<file path="config.mk">
export PLATFORM = sky130hd
export DESIGN_NAME = multicycle_ctrl_flat
export DESIGN_NICKNAME = d
export VERILOG_FILES = /design/src/rtl/multicycle_ctrl_if.sv /design/src/rtl/multicycle_ctrl.sv /design/src/flat_wrapper.sv
export SDC_FILE = /design/constraint.sdc
export NUM_CORES = 1
export LEC_CHECK = 0
export BUFFER_PORTS_ARGS = -buffer_cell sky130_fd_sc_hd__clkbuf_2
export CORE_ASPECT_RATIO = 1.25
export CORE_MARGIN = 3
export CORE_UTILIZATION = 35
export CTS_CLUSTER_SIZE = 12
export DETAILED_ROUTE_END_ITERATION = 10
export GPL_TIMING_DRIVEN = 1
export HOLD_SLACK_MARGIN = 0.06
export MAX_ROUTING_LAYER = met4
export SLEW_MARGIN = 5
export SYNTH_ARGS = -nofsm -noshare
export SYNTH_HDL_FRONTEND = slang
export SYNTH_SLANG_ARGS = --single-unit
</file>
<file path="constraint.sdc">
create_clock -name clk -period 5 [get_ports clk]
set_clock_uncertainty 0.2 [all_clocks]
set_input_delay 0.5 -clock clk [delete_from_list [all_inputs] [get_ports clk]]
set_output_delay 0.5 -clock clk [all_outputs]
set_load 0.02 [all_outputs]
</file>
<file path="src/rtl/multicycle_ctrl_if.sv">
// Control bundle between the multi-cycle controller (master) and the datapath (slave).
// Carries the memory handshakes, datapath enables/selects and controller status.
interface multicycle_ctrl_if #(
    parameter int RETIRE_W = 32
);
    logic [5:0]          opcode;
    logic                alu_zero;
    logic                imem_ready;
    logic                dmem_ready;

    logic                imem_req;
    logic                ir_we;
    logic                pc_we;
    logic [1:0]          pc_src;
    logic [5:0]          ext_op;
    logic                alu_src_b;
    logic [1:0]          alu_op;
    logic                dmem_req;
    logic                dmem_we;
    logic                reg_we;
    logic                reg_dst;
    logic                wb_sel;
    logic                illegal_op;
    logic [2:0]          state;
    logic [RETIRE_W-1:0] retire_cnt;

    modport master (
        input  opcode, alu_zero, imem_ready, dmem_ready,
        output imem_req, ir_we, pc_we, pc_src, ext_op, alu_src_b, alu_op,
               dmem_req, dmem_we, reg_we, reg_dst, wb_sel, illegal_op,
               state, retire_cnt
    );

    modport slave (
        output opcode, alu_zero, imem_ready, dmem_ready,
        input  imem_req, ir_we, pc_we, pc_src, ext_op, alu_src_b, alu_op,
               dmem_req, dmem_we, reg_we, reg_dst, wb_sel, illegal_op,
               state, retire_cnt
    );
endinterface

</file>
<file path="src/rtl/multicycle_ctrl.sv">
// Multi-cycle control FSM: sequences IF/ID/EX/MEM/WB for one instruction at a time
// and owns every write enable in the core. Ready/zero-qualified enables are Mealy.
module multicycle_ctrl #(
    parameter int RETIRE_W = 32
) (
    input  logic               clk,
    input  logic               rst_n,
    multicycle_ctrl_if.master  bus
);

    typedef enum logic [2:0] {
        S_IDLE = 3'd0,
        S_IF   = 3'd1,
        S_ID   = 3'd2,
        S_EX   = 3'd3,
        S_MEM  = 3'd4,
        S_WB   = 3'd5
    } state_t;

    localparam logic [5:0] OP_RTYPE = 6'b000000;
    localparam logic [5:0] OP_LW    = 6'b100000;
    localparam logic [5:0] OP_SW    = 6'b100001;
    localparam logic [5:0] OP_BEQ   = 6'b110000;
    localparam logic [5:0] OP_J     = 6'b110001;

    state_t              state_q;
    logic [5:0]          op_q;
    logic [RETIRE_W-1:0] retire_q;

    logic       imem_req;
    logic       ir_we;
    logic       pc_we;
    logic [1:0] pc_src;
    logic [5:0] ext_op;
    logic       alu_src_b;
    logic [1:0] alu_op;
    logic       dmem_req;
    logic       dmem_we;
    logic       reg_we;
    logic       reg_dst;
    logic       wb_sel;
    logic       illegal_op;

    function automatic logic is_legal(input logic [5:0] op);
        return (op == OP_RTYPE) || (op == OP_LW) || (op == OP_SW) ||
               (op == OP_BEQ)   || (op == OP_J);
    endfunction

    // Retirement happens on the exit edge of whichever state completes the instruction.
    always_ff @(posedge clk or negedge rst_n) begin
        if (!rst_n) begin
            state_q  <= S_IDLE;
            op_q     <= '0;
            retire_q <= '0;
        end else begin
            case (state_q)
                S_IDLE: state_q <= S_IF;
                S_IF: begin
                    if (bus.imem_ready) begin
                        state_q <= S_ID;
                    end
                end
                S_ID: begin
                    op_q    <= bus.opcode;
                    state_q <= is_legal(bus.opcode) ? S_EX : S_IF;
                end
                S_EX: begin
                    case (op_q)
                        OP_RTYPE: state_q <= S_WB;
                        OP_LW,
                        OP_SW:    state_q <= S_MEM;
                        OP_BEQ,
                        OP_J: begin
                            state_q  <= S_IF;
                            retire_q <= retire_q + 1'b1;
                        end
                        default:  state_q <= S_IDLE;
                    endcase
                end
                S_MEM: begin
                    if (bus.dmem_ready) begin
                        if (op_q == OP_SW) begin
                            state_q  <= S_IF;
                            retire_q <= retire_q + 1'b1;
                        end else begin
                            state_q <= S_WB;
                        end
                    end
                end
                S_WB: begin
                    state_q  <= S_IF;
                    retire_q <= retire_q + 1'b1;
                end
                default: state_q <= S_IDLE;
            endcase
        end
    end

    // Output decode from state and latched opcode; reset clears state so outputs drop at once.
    always_comb begin
        imem_req   = 1'b0;
        ir_we      = 1'b0;
        pc_we      = 1'b0;
        pc_src     = 2'd0;
        ext_op     = 6'd0;
        alu_src_b  = 1'b0;
        alu_op     = 2'd0;
        dmem_req   = 1'b0;
        dmem_we    = 1'b0;
        reg_we     = 1'b0;
        reg_dst    = 1'b0;
        wb_sel     = 1'b0;
        illegal_op = 1'b0;
        case (state_q)
            S_IF: begin
                imem_req = 1'b1;
                if (bus.imem_ready) begin
                    ir_we = 1'b1;
                    pc_we = 1'b1;
                end
            end
            S_ID: illegal_op = !is_legal(bus.opcode);
            S_EX: begin
                ext_op = op_q;
                case (op_q)
                    OP_RTYPE: alu_op = 2'd2;
                    OP_LW,
                    OP_SW:    alu_src_b = 1'b1;
                    OP_BEQ: begin
                        alu_op = 2'd1;
                        if (bus.alu_zero) begin
                            pc_we  = 1'b1;
                            pc_src = 2'd1;
                        end
                    end
                    OP_J: begin
                        pc_we  = 1'b1;
                        pc_src = 2'd2;
                    end
                    default: ;
                endcase
            end
            S_MEM: begin
                ext_op    = op_q;
                alu_src_b = 1'b1;
                dmem_req  = 1'b1;
                dmem_we   = (op_q == OP_SW);
            end
            S_WB: begin
                ext_op  = op_q;
                reg_we  = 1'b1;
                reg_dst = (op_q == OP_RTYPE);
                wb_sel  = (op_q == OP_LW);
            end
            default: ;
        endcase
    end

    assign bus.imem_req   = imem_req;
    assign bus.ir_we      = ir_we;
    assign bus.pc_we      = pc_we;
    assign bus.pc_src     = pc_src;
    assign bus.ext_op     = ext_op;
    assign bus.alu_src_b  = alu_src_b;
    assign bus.alu_op     = alu_op;
    assign bus.dmem_req   = dmem_req;
    assign bus.dmem_we    = dmem_we;
    assign bus.reg_we     = reg_we;
    assign bus.reg_dst    = reg_dst;
    assign bus.wb_sel     = wb_sel;
    assign bus.illegal_op = illegal_op;
    assign bus.state      = state_q;
    assign bus.retire_cnt = retire_q;

    a_ir_we_needs_req: assert property (@(posedge clk) disable iff (!rst_n)
        ir_we |-> imem_req);
    a_store_needs_req: assert property (@(posedge clk) disable iff (!rst_n)
        dmem_we |-> dmem_req);
    a_illegal_only_id: assert property (@(posedge clk) disable iff (!rst_n)
        illegal_op |-> (state_q == S_ID));

endmodule

</file>
<file path="src/flat_wrapper.sv">
// flat-port wrapper written by rule: the top's interface ports become plain ports
module multicycle_ctrl_flat 
#(
    parameter int RETIRE_W = 32
)
  (clk, rst_n, bus_opcode, bus_alu_zero, bus_imem_ready, bus_dmem_ready, bus_imem_req, bus_ir_we, bus_pc_we, bus_pc_src, bus_ext_op, bus_alu_src_b, bus_alu_op, bus_dmem_req, bus_dmem_we, bus_reg_we, bus_reg_dst, bus_wb_sel, bus_illegal_op, bus_state, bus_retire_cnt);
  multicycle_ctrl_if #(.RETIRE_W(RETIRE_W)) bus_i ();
  input  logic clk;
  input  logic rst_n;
  input wire logic [$bits(bus_i.opcode)-1:0] bus_opcode;
  input wire logic [$bits(bus_i.alu_zero)-1:0] bus_alu_zero;
  input wire logic [$bits(bus_i.imem_ready)-1:0] bus_imem_ready;
  input wire logic [$bits(bus_i.dmem_ready)-1:0] bus_dmem_ready;
  output wire logic [$bits(bus_i.imem_req)-1:0] bus_imem_req;
  output wire logic [$bits(bus_i.ir_we)-1:0] bus_ir_we;
  output wire logic [$bits(bus_i.pc_we)-1:0] bus_pc_we;
  output wire logic [$bits(bus_i.pc_src)-1:0] bus_pc_src;
  output wire logic [$bits(bus_i.ext_op)-1:0] bus_ext_op;
  output wire logic [$bits(bus_i.alu_src_b)-1:0] bus_alu_src_b;
  output wire logic [$bits(bus_i.alu_op)-1:0] bus_alu_op;
  output wire logic [$bits(bus_i.dmem_req)-1:0] bus_dmem_req;
  output wire logic [$bits(bus_i.dmem_we)-1:0] bus_dmem_we;
  output wire logic [$bits(bus_i.reg_we)-1:0] bus_reg_we;
  output wire logic [$bits(bus_i.reg_dst)-1:0] bus_reg_dst;
  output wire logic [$bits(bus_i.wb_sel)-1:0] bus_wb_sel;
  output wire logic [$bits(bus_i.illegal_op)-1:0] bus_illegal_op;
  output wire logic [$bits(bus_i.state)-1:0] bus_state;
  output wire logic [$bits(bus_i.retire_cnt)-1:0] bus_retire_cnt;
  assign bus_i.opcode = bus_opcode;
  assign bus_i.alu_zero = bus_alu_zero;
  assign bus_i.imem_ready = bus_imem_ready;
  assign bus_i.dmem_ready = bus_dmem_ready;
  assign bus_imem_req = bus_i.imem_req;
  assign bus_ir_we = bus_i.ir_we;
  assign bus_pc_we = bus_i.pc_we;
  assign bus_pc_src = bus_i.pc_src;
  assign bus_ext_op = bus_i.ext_op;
  assign bus_alu_src_b = bus_i.alu_src_b;
  assign bus_alu_op = bus_i.alu_op;
  assign bus_dmem_req = bus_i.dmem_req;
  assign bus_dmem_we = bus_i.dmem_we;
  assign bus_reg_we = bus_i.reg_we;
  assign bus_reg_dst = bus_i.reg_dst;
  assign bus_wb_sel = bus_i.wb_sel;
  assign bus_illegal_op = bus_i.illegal_op;
  assign bus_state = bus_i.state;
  assign bus_retire_cnt = bus_i.retire_cnt;
  multicycle_ctrl #(.RETIRE_W(RETIRE_W)) u_core (.clk(clk), .rst_n(rst_n), .bus(bus_i));
endmodule
</file>
# Word-level counts from Yosys, hierarchy flattened

Index checks and enable logic that the tools add are counted.

Output and inout port bits: 55
Input port bits: 11
Register bits after elaboration: 41

Multiplexer cells: 30
$add $sub $neg: 1
Reduce and logical (&&, ||, !) cells: 15
Eq/ne operators: 17

Operators by type and width:

| cell                  | count |
|---|---|
| $mux 32               | 3 |
| $pmux 32 s3           | 1 |
| $eq 6x6->1 const B    | 8 |
| $add 32x1->32 const B | 1 |
| $pmux 3 s5            | 1 |
| $logic_not 6->1       | 2 |
| $mux 1                | 12 |
| $mux 3                | 3 |
| $pmux 3 s3            | 1 |
| $pmux 2 s2            | 2 |
| $eq 3x2->1 const B    | 2 |
| $eq 3x3->1 const B    | 2 |
| $mux 2                | 3 |
| $mux 6                | 1 |
| $ne 2x2->1 const B    | 3 |
| $pmux 1 s2            | 3 |
| $reduce_or 2->1       | 3 |
| $logic_or 1x1->1      | 4 |
| $reduce_and 4->1      | 1 |
| $eq 3x1->1 const B    | 1 |
| $logic_not 3->1       | 1 |
| $reduce_bool 3->1     | 1 |
| $reduce_or 3->1       | 1 |
| $ne 2x1->1 const B    | 1 |
| 2 further kinds       | 2 |

# Longest topological paths before layout

Gate-level depths: netlist of run 1.

Word-level depth: 7
Depth in mapped cells: 8

# Worst setup path before layout of run 1

No wires, ideal clock.

Path type: register -> output
Start point: reg u_core.state_q[0] (netlist: u_core.bus.state[0])
End point: out bus_pc_we
Path slack: 2,477 ps
Cell stages (with the launch flop): 5
Data arrival time: 1,823 ps
Path through: dfrtp_1 > buf_6 > nor3b_1 > and2_1 > o21bai_1

Word-level cells in the longest chain between the ends: 2
Elaborated cells between the ends (all ways): 3
Those cells by class: eq/ne (2); mux (1)

RTL lines:

| element                                         | RTL line               | text |
|---|---|---|
| start, declared                                 | multicycle_ctrl.sv:26  | `state_t state_q;` |
| start signal, assigned                          | multicycle_ctrl.sv:65  | `state_q <= is_legal(bus.opcode) ? S_EX : S_IF;` |
| $eq 3x2->1 / $eq 3x1->1 (equally long branches) | multicycle_ctrl.sv:114 | `case (state_q)` |
| $pmux 1 s2 (*)                                  | multicycle_ctrl.sv:114 |  |
| end, declared                                   | flat_wrapper.sv:16     | `output wire logic [$bits(bus_i.pc_we)-1:0] bus_pc_we;` |

Mark *: on every way between the ends. The rest lies on a longest branch, timed or not.

# Worst setup path after layout of run 1

Start point: reg u_core.op_q[1]
End point: reg u_core.retire_q[8] (netlist: u_core.bus.retire_cnt[8])

Word-level cells in the longest chain between the ends: 4
Elaborated cells between the ends (all ways): 7
Those cells by class: eq/ne (5); reduce/logical (2)

RTL lines:

| element                        | RTL line              | text |
|---|---|---|
| start, declared                | multicycle_ctrl.sv:27 | `logic [5:0] op_q;` |
| start signal, assigned         | multicycle_ctrl.sv:64 | `op_q <= bus.opcode;` |
| $eq 6x6->1                     | multicycle_ctrl.sv:68 | `case (op_q)` |
| $reduce_or 2->1                | multicycle_ctrl.sv:68 |  |
| $ne 2x2->1 (no line)           | n/a                   |  |
| $reduce_and 4->1 (no line) (*) | n/a                   |  |
| end signal, assigned           | multicycle_ctrl.sv:75 | `retire_q <= retire_q + 1'b1;` |
| end signal, assigned           | multicycle_ctrl.sv:84 | `retire_q <= retire_q + 1'b1;` |
| end signal, assigned           | multicycle_ctrl.sv:92 | `retire_q <= retire_q + 1'b1;` |
| end, declared                  | multicycle_ctrl.sv:28 | `logic [RETIRE_W-1:0] retire_q;` |

Marks and branches as above.
A chain may end at the register's enable or synchronous reset.

==> impl_metrics.py, run 1 <==
metrics = {
    "status": {
        "outcome": "completed",
    },
    "placement": {
        "io_buffers": 65,
        "placed_area_sq_um": 2550,
        "dp_hpwl_mm": 3.62,
        "place.gp.congestion": 0.763,
    },
    "worst_setup_path": {
        "r2r_end": "u_core.bus.retire_cnt[8]$_DFFE_PN0P_",
        "cp_max_fo": 14,
        "crit_path_end": "u_core.bus.retire_cnt[8]$_DFFE_PN0P_",
        "cp-startpoint": "u_core.op_q[1]$_DFFE_PN0N_",
        "arrival_ns": 2.76,
        "worstSetupEndpointType": "flip-flop",
        "r2r_start": "u_core.op_q[1]$_DFFE_PN0N_",
        "ff2ff_path_depth": 5,
        "cp.required_ns": 5.02,
        "startpoint_type": "flip-flop",
        "regToRegSetupSlack_ns": 2.26,
        "path_class": "flip-flop to flip-flop",
    },
    "timing": {
        "min_period_ns": 2.74,
        "rsz0062_at_grt": "false",
        "fmax_mhz": 365,
        "setup_viol": 0,
        "final.setup.tns_ns": 0,
        "worstMarginPinSlew_ns": 1.09,
        "period_share": 0.548,
        "slew_viol_final": 0,
        "finalHoldViolCount": 0,
        "slew_headroom": 0.273,
    },
    "global_route": {
        "grt_use_total": 0.149,
        "gr-total-overflow": 0,
        "antenna_found_initial": 0,
        "grt_max_degree": 42,
        "grt_pass1_wl_mm": 8.35,
        "grt_pass1_vias": 1677,
    },
    "synthesis": {
        "ys_warn_count": 0,
        "ys.flop_type": "dfrtp_1",
        "async_reset_ff_frac": 1.00,
        "synthDistinctLibCells": 45,
        "syn_area_sq_um": 2170,
        "synth_edf_count": 0,
        "ys_ff_latch": 41,
        "yosysSeqAreaShare": 0.472,
        "syn_area_per_cell_sq_um": 10.6,
        "syn-num-nets": 216,
        "syn-instance-count": 204,
    },
    "power_and_ir_drop": {
        "combPwrFrac": 0.270,
        "sequentialPowerShare": 0.440,
        "power.density_nw_per_um2": 405,
        "clockPowerShare": 0.290,
        "power.switching_mw": 0.383,
        "vdd_drop_max_uv": 227,
        "intPower_mw": 0.704,
        "power_leakage_nw": 1.23,
        "swShare": 0.352,
    },
    "layout": {
        "area_growth_pct": 23.5,
        "final_cell_mix": "65 x clkbuf_2, 41 x dfrtp_1, 21 x xnor2_1",
        "seqCellArea_sq_um": 1030,
        "diodes": 0,
        "multi_input_area_sq_um": 1070,
        "layout_commonest_cell": "clkbuf_2",
        "fill_cells": 603,
        "final_nets": 281,
        "final_layout_size_suffix_gt1_frac": 0.344,
        "finalInstanceArea_sq_um": 2680,
    },
    "clock_network": {
        "numCtsBuffers": 5,
        "cts_resized": 0,
        "h-tree-depth": 2,
        "cts.reportedPaths.clkPinSlew_ns": 0.08,
        "clkLatencyLatePin_ns": 0.29,
        "cts_sinks": 41,
        "cts_tree": "yes",
        "cts_setup_buffers": 0,
        "cts_root_buf": "clkbuf_8",
        "clk_path_buf_depth": 2,
        "ctsHoldBuffers": 0,
    },
    "detailed_routing": {
        "dr.pass1.iters": 4,
        "vias": 1698,
        "final_antenna_net_count": 0,
        "vias_per_cell": 4.82,
        "drc_errors": 0,
        "wl_per_cell_microns": 13.8,
        "drt-total-wl_mm": 4.84,
        "drt_first_iter_violations": 75,
    },
    "floorplanning": {
        "start_util": 0.368,
        "boundaryPins": 66,
        "core_sq_um": 5900,
        "row_count": 31,
        "die_y_microns": 94.1,
        "fp.dieW_microns": 76.5,
        "dieArea_sq_um": 7190,
    },
    "flow_run": {
        "cap_viol_max_count": 0,
    },
    "worst_hold_path": {
        "hold_path.class": "input pin to asynchronous set/reset pin",
    },
}
==> area by class of cell <==
class / instances / share of cell area
clock inverters: 3 / 0.0243
repair buffers: 65 / 0.121
inverters: 6 / 0.00840
flip-flops and latches: 41 / 0.382
well taps: 82 / 0.0382
multi-input cells: 150 / 0.400
clock buffers: 5 / 0.0257
==> registers in the layout, indices dropped and copies added, names as in the netlist <==
name                   flops
u_core.bus.state           3
u_core.op_q                6
u_core.bus.retire_cnt     32
==> power by group through the flow <==
stage               Combinational (mW)  Clock [mW]  Sequential [mW]
floorplan                        0.220           0            0.469
global placement                 0.295           0            0.481
detailed placement               0.296           0            0.484
CTS                              0.297       0.327            0.477
global route                     0.322       0.342            0.490
finish                           0.293       0.316            0.478
==> critical path, stage by stage (launching register included) <==
cell	delay [ns]
dfrtp_1	0.46
nor4_4	0.44
a41oi_2	0.20
a21oi_1	0.90
and4_1	0.33
xor2_1	0.15
==> worst min-delay path by stage <==
stage	to	startpoint	depth (start not counted)
2_1_floorplan	u_core.bus.retire_cnt[0]$_DFFE_PN0P_	rst_n	0
3_3_place_gp	u_core.bus.retire_cnt[31]$_DFFE_PN0P_	u_core.bus.retire_cnt[31]$_DFFE_PN0P_	1
3_5_place_dp	u_core.bus.retire_cnt[31]$_DFFE_PN0P_	u_core.bus.retire_cnt[31]$_DFFE_PN0P_	1
4_1_cts	u_core.bus.state[0]$_DFFE_PN0P_	rst_n	1
5_1_grt	u_core.bus.retire_cnt[19]$_DFFE_PN0P_	rst_n	1
6_report	u_core.bus.state[0]$_DFFE_PN0P_	rst_n	1
==> metal layers <==
metal	track usage	part of all wire
met5	-	0
met1	0.191	0.47
met4	0.0453	0.0023
met2	0.232	0.47
met3	0.0384	0.050
==> through the flow <==
| stage | power (mW) | hold slack (ns) | setup slack (ns) | instances | utilization |
|---|---|---|---|---|---|
| 2_1_floorplan | 0.688 | 0.00441 | 2.48 | 204 | - |
| 3_3_place_gp | 0.776 | 0.256 | 2.37 | 344 | 0.432 |
| 3_5_place_dp | 0.780 | 0.265 | 2.32 | 344 | 0.432 |
| 4_1_cts | 1.10 | 0.203 | 2.28 | 352 | 0.455 |
| 5_1_grt | 1.15 | 0.247 | 1.96 | 352 | 0.455 |
| 6_report | 1.09 | 0.169 | 2.26 | 352 | 0.455 |
==> synthesized netlist by cell type (2+ instances only) <==
master	instances	share of area
mux2_2	6	0.031
nand3b_1	4	0.014
o21ai_0	2	0.0046
buf_6	2	0.010
nand3_1	10	0.023
o21bai_1	2	0.0069
and2_1	7	0.020
and3b_1	2	0.0081
and3_1	4	0.012
nand4_1	12	0.035
a21oi_1	6	0.014
dfrtp_1	41	0.47
buf_4	2	0.0069
inv_1	6	0.010
xnor2_1	21	0.085
and2_2	2	0.0069
nand2_1	14	0.024
nor4_1	5	0.014
xor2_1	9	0.036
nor2_1	14	0.024
and4_1	5	0.020
nor3_1	5	0.012
==> cell families (layout without fill, tap and decap cells) <==
| logic type | after synthesis | count (layout) | synth area share |
|---|---|---|---|
| and+or+nand+nor | 96 | 96 | 0.271 |
| buffers and inverters | 13 | 79 | 0.0340 |
| adders and majority gates | 1 | 1 | 0.00576 |
| xor gates and xnor gates | 31 | 31 | 0.128 |
| muxes | 6 | 6 | 0.0311 |
| DFF | 41 | 41 | 0.472 |
| AOI/OAI and AO/OA | 16 | 16 | 0.0576 |
Power figures use the tool's default switching activity.
==> run 2, diff against run 1 <==
--- a/config.mk
+++ b/config.mk
@@ -5,6 +5,7 @@
 export SDC_FILE = /design/constraint.sdc
 export NUM_CORES = 1
 export LEC_CHECK = 0
+export ABC_AREA = 1
 export BUFFER_PORTS_ARGS = -buffer_cell sky130_fd_sc_hd__clkbuf_2
 export CORE_ASPECT_RATIO = 1.25
 export CORE_MARGIN = 3
==> constraint.sdc (replaced) <==
create_clock -name clk -period 2.85 [get_ports clk]
set_clock_uncertainty 0.2 [all_clocks]
set_input_delay 0.285 -clock clk [delete_from_list [all_inputs] [get_ports clk]]
set_output_delay 0.285 -clock clk [all_outputs]
set_load 0.02 [all_outputs]
==> impl_metrics.py, run 2 <==
metrics = {
    "layout": {
        "seqCellArea_sq_um": 1030,
        "final_util": 0.447,
        "multi_input_area_sq_um": 1410,
        "final_layout_size_suffix_gt1_frac": 0.163,
        "final_cell_mix": "190 x nand2_1, 68 x nor2_1, 65 x clkbuf_2",
        "diodes": 0,
        "area_growth_pct": 20.7,
        "finalInstanceArea_sq_um": 3190,
        "fill_cells": 776,
        "layout_commonest_cell": "nand2_1",
        "largest_reg_flops": 32,
        "final_nets": 504,
    },
    "synthesis": {
        "syn-instance-count": 420,
        "synth.most_common_cell": "nand2_1",
        "netlist.area_leader.share": 0.388,
        "synth_commonest_cells": "190 x nand2_1, 68 x nor2_1, 41 x dfrtp_1",
        "ys_ff_latch": 41,
        "synth_edf_count": 0,
        "yosysSeqAreaShare": 0.388,
        "syn_area_sq_um": 2650,
        "ys.flop_type": "dfrtp_1",
        "synthDistinctLibCells": 19,
        "ys_warn_count": 0,
        "syn-num-nets": 432,
        "async_reset_ff_frac": 1.00,
        "yosysTopAreaCell": "dfrtp_1",
        "syn_area_per_cell_sq_um": 6.30,
        "yosys-top-cells-area": "dfrtp_1 39%, nand2_1 27%, nor2_1 9.6%",
    },
    "worst_setup_path": {
        "cp-startpoint": "u_core.bus.state[2]$_DFFE_PN0P_",
        "cp.required_ns": 2.37,
        "r2r_end": "u_core.bus.retire_cnt[22]$_DFFE_PN0P_",
        "r2r_start": "u_core.bus.retire_cnt[0]$_DFFE_PN0P_",
        "regToRegSetupSlack_ns": 0.84,
        "worstSetupEndpointType": "primary output",
        "cp_max_fo": 6,
        "arrival_ns": 1.73,
        "crit_path_end": "bus_pc_we",
        "ff2ff_path_depth": 8,
        "path_class": "flip-flop to primary output",
        "startpoint_type": "flip-flop",
    },
    "timing": {
        "period_share": 0.776,
        "fmax_mhz": 452,
        "slew_viol_final": 0,
        "fin_hold_ws_ns": 0.0627,
        "rsz0062_at_grt": "false",
        "finalHoldViolCount": 0,
        "worstMarginPinSlew_ns": 1.05,
        "setup_viol": 0,
        "final.setup.tns_ns": 0,
        "slew_headroom": 0.302,
        "min_period_ns": 2.21,
    },
    "detailed_routing": {
        "vias_per_cell": 4.68,
        "drt-total-wl_mm": 7.02,
        "final_antenna_net_count": 0,
        "drc_errors": 0,
        "dr.pass1.iters": 5,
        "drt_first_iter_violations": 114,
        "wl_per_cell_microns": 12.1,
        "vias": 2722,
    },
    "global_route": {
        "gr-total-overflow": 0,
        "met3_usage": 0.0349,
        "grt_pass1_vias": 2709,
        "grt_use_total": 0.179,
        "antenna_found_initial": 0,
        "grt_max_degree": 42,
        "busiest_layer": "met2",
        "grt_pass1_wl_mm": 12.3,
        "use_met1": 0.201,
        "met2_usage": 0.319,
    },
    "worst_hold_path": {
        "hold_path.class": "input pin to flip-flop",
    },
    "placement": {
        "io_buffers": 65,
        "place.gp.congestion": 0.890,
        "dp_hpwl_mm": 5.35,
        "placed_area_sq_um": 3060,
    },
    "clock_network": {
        "cts_tree": "yes",
        "cts_root_buf": "clkbuf_8",
        "clk_path_buf_depth": 2,
        "cts_setup_buffers": 0,
        "cts.reportedPaths.clkPinSlew_ns": 0.08,
        "h-tree-depth": 2,
        "clkLatencyLatePin_ns": 0.29,
        "cts_sinks": 41,
        "numCtsBuffers": 5,
    },
    "floorplanning": {
        "dieArea_sq_um": 8650,
        "core_sq_um": 7150,
        "die_y_microns": 103,
        "boundaryPins": 66,
        "start_util": 0.370,
        "fp.dieW_microns": 83.8,
        "row_count": 34,
    },
    "power_and_ir_drop": {
        "power.density_nw_per_um2": 616,
        "power_leakage_nw": 1.68,
        "vdd_drop_max_uv": 354,
    },
    "status": {
        "outcome": "completed",
    },
    "flow_run": {
        "cap_viol_max_count": 0,
    },
}
run 2: power by group:
part / leakage [nW] / internal [mW] / switching [mW]
sequential: 0.550 / 0.677 / 0.120
clock: 0.0443 / 0.193 / 0.208
combinational: 1.09 / 0.230 / 0.541
run 2: critical path, stage by stage, from the launching register on:
cell and delay (ns):
dfrtp_1 0.46, inv_2 0.10, nand3_1 0.12, inv_2 0.12
nand3_1 0.10, nor2_1 0.14, nand2_1 0.06, inv_1 0.06
nor2_1 0.04, nand2_1 0.05, clkbuf_2 0.16
run 2: worst min-delay path by stage:
stage	startpoint	to	slack (ns)	depth (start not counted)
floorplan	rst_n	u_core.bus.retire_cnt[0]$_DFFE_PN0P_	-0.21	0
global placement	u_core.op_q[1]$_DFFE_PN0N_	u_core.op_q[1]$_DFFE_PN0N_	0.27	2
detailed placement	u_core.op_q[1]$_DFFE_PN0N_	u_core.op_q[1]$_DFFE_PN0N_	0.27	2
CTS	bus_opcode[5]	u_core.op_q[5]$_DFFE_PN0N_	0.06	3
global route	bus_opcode[3]	u_core.op_q[3]$_DFFE_PN0N_	0.08	3
finish	bus_imem_ready	u_core.bus.state[0]$_DFFE_PN0P_	0.06	4
run 2: per-stage QoR:
stage / instances / worst slack, ns / total power [mW]
floorplan: 420 / 0.658 / 1.35
global placement: 570 / 0.883 / 1.57
detailed placement: 570 / 0.835 / 1.59
CTS: 582 / 0.637 / 1.99
global route: 582 / 0.381 / 2.13
finish: 582 / 0.638 / 1.97
run 2: cell families (layout without fill, tap and decap cells):
kind of cell | count (synthesis) | in the layout | share of synthesized area
xor+xnor | 16 | 16 | 0.0529
compound gates | 13 | 13 | 0.0246
flops | 41 | 41 | 0.388
fa+ha+maj | 1 | 1 | 0.00473
simple gates | 298 | 298 | 0.452
buf+inv | 51 | 123 | 0.0784
run 2: final cells by class:
class / instances / area share
Sequential cell: 41 / 0.321
Tap cell: 90 / 0.0353
Multi-Input combinational cell: 328 / 0.443
Clock buffer: 7 / 0.0270
Inverter: 44 / 0.0517
Timing Repair Buffer: 72 / 0.122
run 2: repair_timing:
action / in CTS / in global routing
hold buffers: 5 / 0
endpoints found under the hold margin: 45 / 0
resized for setup: 0 / 0
run 2: layer usage:
metal	vias up	share of wire	wire, microns
met5	-	0	0
met4	0	0.015	107
met3	9	0.073	516
met2	95	0.48	3390
met1	1201	0.43	3010
li1	1417	-	-
